==> config.mk <==
export PLATFORM = sky130hd
export DESIGN_NAME = gf180mcu_ocd_io__brk_ctl
export DESIGN_NICKNAME = d
export VERILOG_FILES = /design/src/rtl/gf180mcu_ocd_io_brk_pkg.sv /design/src/rtl/gf180mcu_ocd_io__sync.sv /design/src/rtl/gf180mcu_ocd_io__brk_ctl.sv
export SDC_FILE = /design/constraint.sdc
export NUM_CORES = 1
export LEC_CHECK = 0
export CAP_MARGIN = 20
export CORE_MARGIN = 3
export CORE_UTILIZATION = 50
export DETAILED_ROUTE_END_ITERATION = 8
export PLACE_DENSITY = 0.73
export SYNTH_ARGS = -nofsm -noshare
export SYNTH_HDL_FRONTEND = slang
export SYNTH_SLANG_ARGS = --single-unit
==> constraint.sdc <==
create_clock -name clk -period 4.2 [get_ports clk]
set_input_delay 1.26 -clock clk [delete_from_list [all_inputs] [get_ports clk]]
set_output_delay 1.26 -clock clk [all_outputs]
set_load 0.02 [all_outputs]
==> src/rtl/gf180mcu_ocd_io_brk_pkg.sv <==
// Shared definitions for the pad-ring supply-break controllers.
// Holds the controller state encoding and the default debounce/settle
// timings so sibling ring controllers stay consistent with this one.
package gf180mcu_ocd_io_brk_pkg;

    // Default timing, in clock cycles
    localparam int BRK_DEBOUNCE_CYCLES = 16;
    localparam int BRK_SETTLE_CYCLES   = 8;

    // Controller state encoding
    localparam int BRK_STATE_W = 3;

    localparam logic [BRK_STATE_W-1:0] ST_ISOLATED = 3'd0;
    localparam logic [BRK_STATE_W-1:0] ST_DEBOUNCE = 3'd1;
    localparam logic [BRK_STATE_W-1:0] ST_RELEASE  = 3'd2;
    localparam logic [BRK_STATE_W-1:0] ST_ACTIVE   = 3'd3;
    localparam logic [BRK_STATE_W-1:0] ST_DRAIN    = 3'd4;
    localparam logic [BRK_STATE_W-1:0] ST_FAULTED  = 3'd5;

endpackage

==> src/rtl/gf180mcu_ocd_io__sync.sv <==
// Multi-flop synchronizer for a single asynchronous level input.
// All stages clear to 0 on reset, so a freshly reset segment always
// reads "no request / no supply" until the inputs propagate through.
module gf180mcu_ocd_io__sync #(
    parameter int SYNC_STAGES = 2
) (
    input  logic clk,
    input  logic rst,
    input  logic d,
    output logic q
);

    logic [SYNC_STAGES-1:0] ff;

    // Shift the input through the synchronizer chain
    always_ff @(posedge clk or posedge rst) begin
        if (rst) begin
            ff <= '0;
        end else begin
            // NOTE: non-blocking assignment lets every stage sample the old value of the previous one, forming a real shift chain.
            ff <= {ff[SYNC_STAGES-2:0], d};
        end
    end

    assign q = ff[SYNC_STAGES-1];

endmodule

==> src/rtl/gf180mcu_ocd_io__brk_ctl.sv <==
// Isolation-release controller for the far side of a pad-ring supply break.
// Waits for a synchronized power-up request plus a debounced local supply-good,
// releases the segment isolation clamps, then raises a four-phase acknowledge.
// Re-isolates on request withdrawal or supply loss.
//
// Build option: define GF180MCU_OCD_IO_BRK_FAULT_EN to make supply loss enter a
// sticky FAULTED state (FAULT=1, held until the request drops). Without it,
// supply loss drains like an orderly power-down and FAULT is tied low.
module gf180mcu_ocd_io__brk_ctl
    import gf180mcu_ocd_io_brk_pkg::*;
#(
    parameter int SYNC_STAGES     = 2,
    parameter int DEBOUNCE_CYCLES = BRK_DEBOUNCE_CYCLES,
    parameter int SETTLE_CYCLES   = BRK_SETTLE_CYCLES,
    parameter int CNT_W           = 8
) (
    input  logic clk,
    input  logic rst,
    input  logic pwr_req,
    input  logic vdd_ok,
    output logic iso,
    output logic pwr_ack,
    output logic fault
);

    // Reject configurations the counters or synchronizers cannot support
    if (SYNC_STAGES < 2 || DEBOUNCE_CYCLES < 1 || SETTLE_CYCLES < 1 ||
        (DEBOUNCE_CYCLES - 1) >= (1 << CNT_W) ||
        (SETTLE_CYCLES - 1) >= (1 << CNT_W)) begin : g_param_err
        $error("gf180mcu_ocd_io__brk_ctl: illegal parameter combination");
    end

    localparam logic [CNT_W-1:0] DEB_LAST = CNT_W'(DEBOUNCE_CYCLES - 1);
    localparam logic [CNT_W-1:0] SET_LAST = CNT_W'(SETTLE_CYCLES - 1);

`ifdef GF180MCU_OCD_IO_BRK_FAULT_EN
    localparam logic [BRK_STATE_W-1:0] LOSS_STATE = ST_FAULTED;
`else
    localparam logic [BRK_STATE_W-1:0] LOSS_STATE = ST_DRAIN;
`endif

    logic                   req_s;
    logic                   ok_s;
    logic [BRK_STATE_W-1:0] state_q;
    logic [BRK_STATE_W-1:0] state_d;
    logic [CNT_W-1:0]       cnt_q;
    logic [CNT_W-1:0]       cnt_d;
    logic [CNT_W-1:0]       cnt_inc;
    logic                   iso_d;
    logic                   ack_d;

    gf180mcu_ocd_io__sync #(.SYNC_STAGES(SYNC_STAGES)) u_sync_req (
        .clk (clk),
        .rst (rst),
        .d   (pwr_req),
        .q   (req_s)
    );

    gf180mcu_ocd_io__sync #(.SYNC_STAGES(SYNC_STAGES)) u_sync_ok (
        .clk (clk),
        .rst (rst),
        .d   (vdd_ok),
        .q   (ok_s)
    );

    // Saturating increment: the counter never wraps back into a match
    assign cnt_inc = (cnt_q == '1) ? cnt_q : cnt_q + 1'b1;

    // State, counter and registered pins; reset holds the clamps engaged
    always_ff @(posedge clk or posedge rst) begin
        if (rst) begin
            state_q <= ST_ISOLATED;
            cnt_q   <= '0;
            iso     <= 1'b1;
            pwr_ack <= 1'b0;
        end else begin
            state_q <= state_d;
            cnt_q   <= cnt_d;
            iso     <= iso_d;
            pwr_ack <= ack_d;
        end
    end

    // Next-state and counter decode from the synchronized inputs
    always_comb begin
        // NOTE: defaults first so every path assigns both outputs; otherwise a latch is inferred.
        state_d = state_q;
        cnt_d   = cnt_q;
        case (state_q)
            ST_ISOLATED: begin
                if (req_s && ok_s) begin
                    state_d = ST_DEBOUNCE;
                    cnt_d   = '0;
                end
            end
            ST_DEBOUNCE: begin
                if (!(req_s && ok_s)) begin
                    state_d = ST_ISOLATED;
                    cnt_d   = '0;
                end else if (cnt_q == DEB_LAST) begin
                    state_d = ST_RELEASE;
                    cnt_d   = '0;
                end else begin
                    cnt_d = cnt_inc;
                end
            end
            ST_RELEASE: begin
                if (!ok_s) begin
                    state_d = LOSS_STATE;
                    cnt_d   = '0;
                end else if (!req_s) begin
                    state_d = ST_DRAIN;
                    cnt_d   = '0;
                end else if (cnt_q == SET_LAST) begin
                    state_d = ST_ACTIVE;
                    cnt_d   = '0;
                end else begin
                    cnt_d = cnt_inc;
                end
            end
            ST_ACTIVE: begin
                if (!ok_s) begin
                    state_d = LOSS_STATE;
                    cnt_d   = '0;
                end else if (!req_s) begin
                    state_d = ST_DRAIN;
                    cnt_d   = '0;
                end
            end
            ST_DRAIN: begin
                // Inputs are ignored until the settle time has elapsed
                if (cnt_q == SET_LAST) begin
                    state_d = ST_ISOLATED;
                    cnt_d   = '0;
                end else begin
                    cnt_d = cnt_inc;
                end
            end
`ifdef GF180MCU_OCD_IO_BRK_FAULT_EN
            ST_FAULTED: begin
                if (!req_s) begin
                    state_d = ST_ISOLATED;
                    cnt_d   = '0;
                end
            end
`endif
            default: begin
                state_d = ST_ISOLATED;
                cnt_d   = '0;
            end
        endcase
    end

    // Pin values for the state being entered, registered on the same edge
    always_comb begin
        iso_d = 1'b1;
        ack_d = 1'b0;
        case (state_d)
            ST_RELEASE: iso_d = 1'b0;
            ST_ACTIVE: begin
                iso_d = 1'b0;
                ack_d = 1'b1;
            end
            // Acknowledge keeps whatever the requester last saw until drain ends
            ST_DRAIN: ack_d = pwr_ack;
            default: begin
                iso_d = 1'b1;
                ack_d = 1'b0;
            end
        endcase
    end

`ifdef GF180MCU_OCD_IO_BRK_FAULT_EN
    logic fault_d;

    // Sticky fault flag: set on entry to FAULTED, cleared on leaving it
    always_comb begin
        fault_d = (state_d == ST_FAULTED);
    end

    // Fault flag register
    always_ff @(posedge clk or posedge rst) begin
        if (rst) begin
            fault <= 1'b0;
        end else begin
            fault <= fault_d;
        end
    end
`else
    assign fault = 1'b0;
`endif

endmodule

==> metrics.yaml <==
yosys:
  synthCells: 101
  synth_top_area_share_pct: 41.0
  async_reset_ff_share_pct: 100
  synth_edf_count: 0
  synth_area_leaders: "dfrtp_1 41%, a22oi_1 3.8%, nand3_1 3.6%"
  synth_ff_type: "dfrtp_1"
  ys_ff_latch: 17
  syn_area_per_cell_sq_um: 9.68
  ys_types: 50
  ys_warn_count: 0
  syn_nets: 106
  seq_area_frac_synth_pct: 43.7
  synth_area_sq_um: 977
  yosysTopAreaCell: "dfrtp_1"
timing:
  finalCritPeriodShare_pct: 63.3
  final_max_slew_viol_count: 0
  relSlewSlack_pct: 56.7
  fmax_ghz: 0.376
  setup_violations: 0
  fin_setup_tns_ns: 0
  setup_slack_ns: 1.54
  grt_setup_unrepaired: "no"
  skew_ns: 0.0128
  worst_slew_pin_slew_ns: 0.649
  finalHoldViolations: 0
  fin_crit_ns: 2.66
global_route:
  grt_pass1_vias: 722
  antenna_found_initial: 0
  track_usage_pct: 17.6
  grt_max_degree: 18
  grt_overflow: 0
  grt_pass1_wl_microns: 3360
floorplanning:
  io_pins: 7
  die_y_microns: 50.2
  die_area_sq_um: 2520
  num_rows: 15
  floorplan.initialDensity_pct: 54.8
  fp.coreArea_sq_um: 1780
  die_w_microns: 50.2
route:
  ant_nets: 0
  vias: 794
  dr.first_iter.drc_count: 19
  drt_first_pass_iters: 4
  remaining_drc_errors: 0
  wire_per_inst_microns: 14.9
  wl_microns: 1920
  vias_per_cell: 6.16
clocking:
  ctsResizeCount: 0
  root_buffer: "clkbuf_4"
  post-cts-setup-buffers: 0
  clock_latency_ns: 0.30
  clk_path_buf_depth: 2
  cts_hold_buffers: 0
  ctsHtreeMaxLevel: 1
  clock-sinks: 17
  cts_tree: "done"
  cts_made_buffers: 3
  path_clk_slew_ns: 0.10
critical_path:
  end_kind: "output pin"
  worstRegToRegCells: 5
  r2r_end: "cnt_q[1]$_DFFE_PP0P_"
  worstSetupPathType: "reg -> out"
  worstPathMaxFanout: 1
  path_cells: "clkdlybuf4s50_1"
  endpoint: "iso"
  critical_path.slowest_cell: "clkdlybuf4s50_1"
  r2r-start: "cnt_q[0]$_DFFE_PP0P_"
  worstSetupStartpointType: "flip-flop"
  path_buf_inv: 1
  path_delay_family: "buffers and inverters"
  required_ns: 2.94
  r2r_slack_ns: 2.36
  crit_start: "iso$_DFF_PP1_"
  slowest_delay_ns: 0.59
  cp.depth: 1
  critPathArrivalTime_ns: 1.40
placement:
  port_buffers: 5
  post-dp-hpwl_microns: 1320
  dp_slack_ns: 1.86
  gp_congestion: 0.863
power_and_ir_drop:
  ir_worst_vdd_mv: 0.242
  p_per_area_nw_per_um2: 279
  p_switching_w: 0.0000762
  power_switching_share_pct: 26.1
  power_frac_seq_pct: 59.9
  p_comb_share_pct: 8.7
  p_int_w: 0.000216
  power_frac_clock_pct: 31.4
  leakage_nw: 0.436
finish:
  antenna_cells: 0
  syn2layout_area_growth_pct: 7.43
  nets: 110
  drive_gt1_share_pct: 14.4
  fill_cells: 158
worst_hold_path:
  worstHoldPathType: "reg -> reg"
  worst_hold_startpoint: "u_sync_ok.ff[0]$_DFF_PP0_"
  hold_depth: 0
run_status:
  status: "finished, final reports clean"
flow_run:
  drv_cap: 0
## synth_stat cells, types with 2 or more instances
master,instances
nand3_1,7
o31ai_1,3
nor3_1,3
o21ai_0,6
inv_1,4
a21oi_1,2
a21o_2,2
nand4_1,2
a22oi_1,5
nor2_1,2
dfrtp_1,16
buf_2,4
or4_1,2
nand2_1,6
nand2b_1,2
## routing by layer
metal | wire [microns] | global-route usage [%]
met5 | 0 | 0
met4 | 35 | 8.29
met3 | 55 | 2.67
met2 | 884 | 26.1
met1 | 941 | 25.0
## kinds of logic (layout without fill, tap and decap cells)
group | after synthesis | after routing | synth area share, %
DFF | 17 | 17 | 43.7
muxes | 1 | 1 | 1.15
buffers and inverters | 10 | 13 | 5.51
other | 1 | 1 | 0.384
and+or+nand+nor | 38 | 38 | 23.0
adders and majority gates | 1 | 1 | 1.28
AOI/OAI and AO/OA | 33 | 33 | 25.0
## final cells by class
type / count / area [sq um] / area share (%)
Inverter: 4 / 15.0 / 1.43
Multi-Input combinational cell: 74 / 497 / 47.3
Clock buffer: 3 / 22.5 / 2.15
Tap cell: 25 / 31.3 / 2.98
Sequential cell: 17 / 427 / 40.6
Clock inverter: 1 / 7.51 / 0.715
Timing Repair Buffer: 5 / 50.0 / 4.77
## layout by cell type, fill, tap and decap left out, types with 2 or more instances in the layout
| master | n |
|---|---|
| o31ai_1 | 3 |
| nor3_1 | 3 |
| dfrtp_1 | 16 |
| a21oi_1 | 2 |
| nand4_1 | 2 |
| or4_1 | 2 |
| nand2b_1 | 2 |
| o21ai_0 | 6 |
| nand3_1 | 7 |
| nand2_1 | 6 |
| a22oi_1 | 5 |
| a21o_2 | 2 |
| nor2_1 | 2 |
| clkdlybuf4s50_1 | 5 |
| clkbuf_4 | 3 |
| inv_1 | 4 |
## power groups by stage
stage | Sequential [W] | Clock [W] | Combinational [W]
2_1_floorplan | 0.000176 | 0 | 0.0000224
6_report | 0.000175 | 0.0000918 | 0.0000255
5_1_grt | 0.000176 | 0.000103 | 0.0000289
4_1_cts | 0.000175 | 0.0000944 | 0.0000256
3_5_place_dp | 0.000178 | 0 | 0.0000254
3_3_place_gp | 0.000178 | 0 | 0.0000249
## state kept, by name, indices dropped and copies added, names as in the netlist
signal         cells
cnt_q              8
u_sync_req.ff      2
state_q            3
pwr_ack            1
u_sync_ok.ff       2
iso                1
## how the worst min path moves through the flow
stage                                      end  slack [ns]
detailed placement   u_sync_ok.ff[1]$_DFF_PP0_        0.33
global route        u_sync_req.ff[1]$_DFF_PP0_        0.38
CTS                  u_sync_ok.ff[1]$_DFF_PP0_        0.36
global placement     u_sync_ok.ff[1]$_DFF_PP0_        0.33
finish               u_sync_ok.ff[1]$_DFF_PP0_        0.36
floorplan            u_sync_ok.ff[1]$_DFF_PP0_        0.33
## metrics by stage
stage / power [W] / instance area (sq um) / util, % / hold slack, ns / cells
4_1_cts: 0.000295 / 1050 / 58.9 / 0.360 / 129
6_report: 0.000293 / 1050 / 58.9 / 0.357 / 129
3_5_place_dp: 0.000204 / 1020 / 57.2 / 0.335 / 125
3_3_place_gp: 0.000203 / 1020 / 57.2 / 0.332 / 125
5_1_grt: 0.000308 / 1050 / 58.9 / 0.381 / 129
2_1_floorplan: 0.000198 / 977 / - / 0.331 / 101
Power figures use the tool's default switching activity.
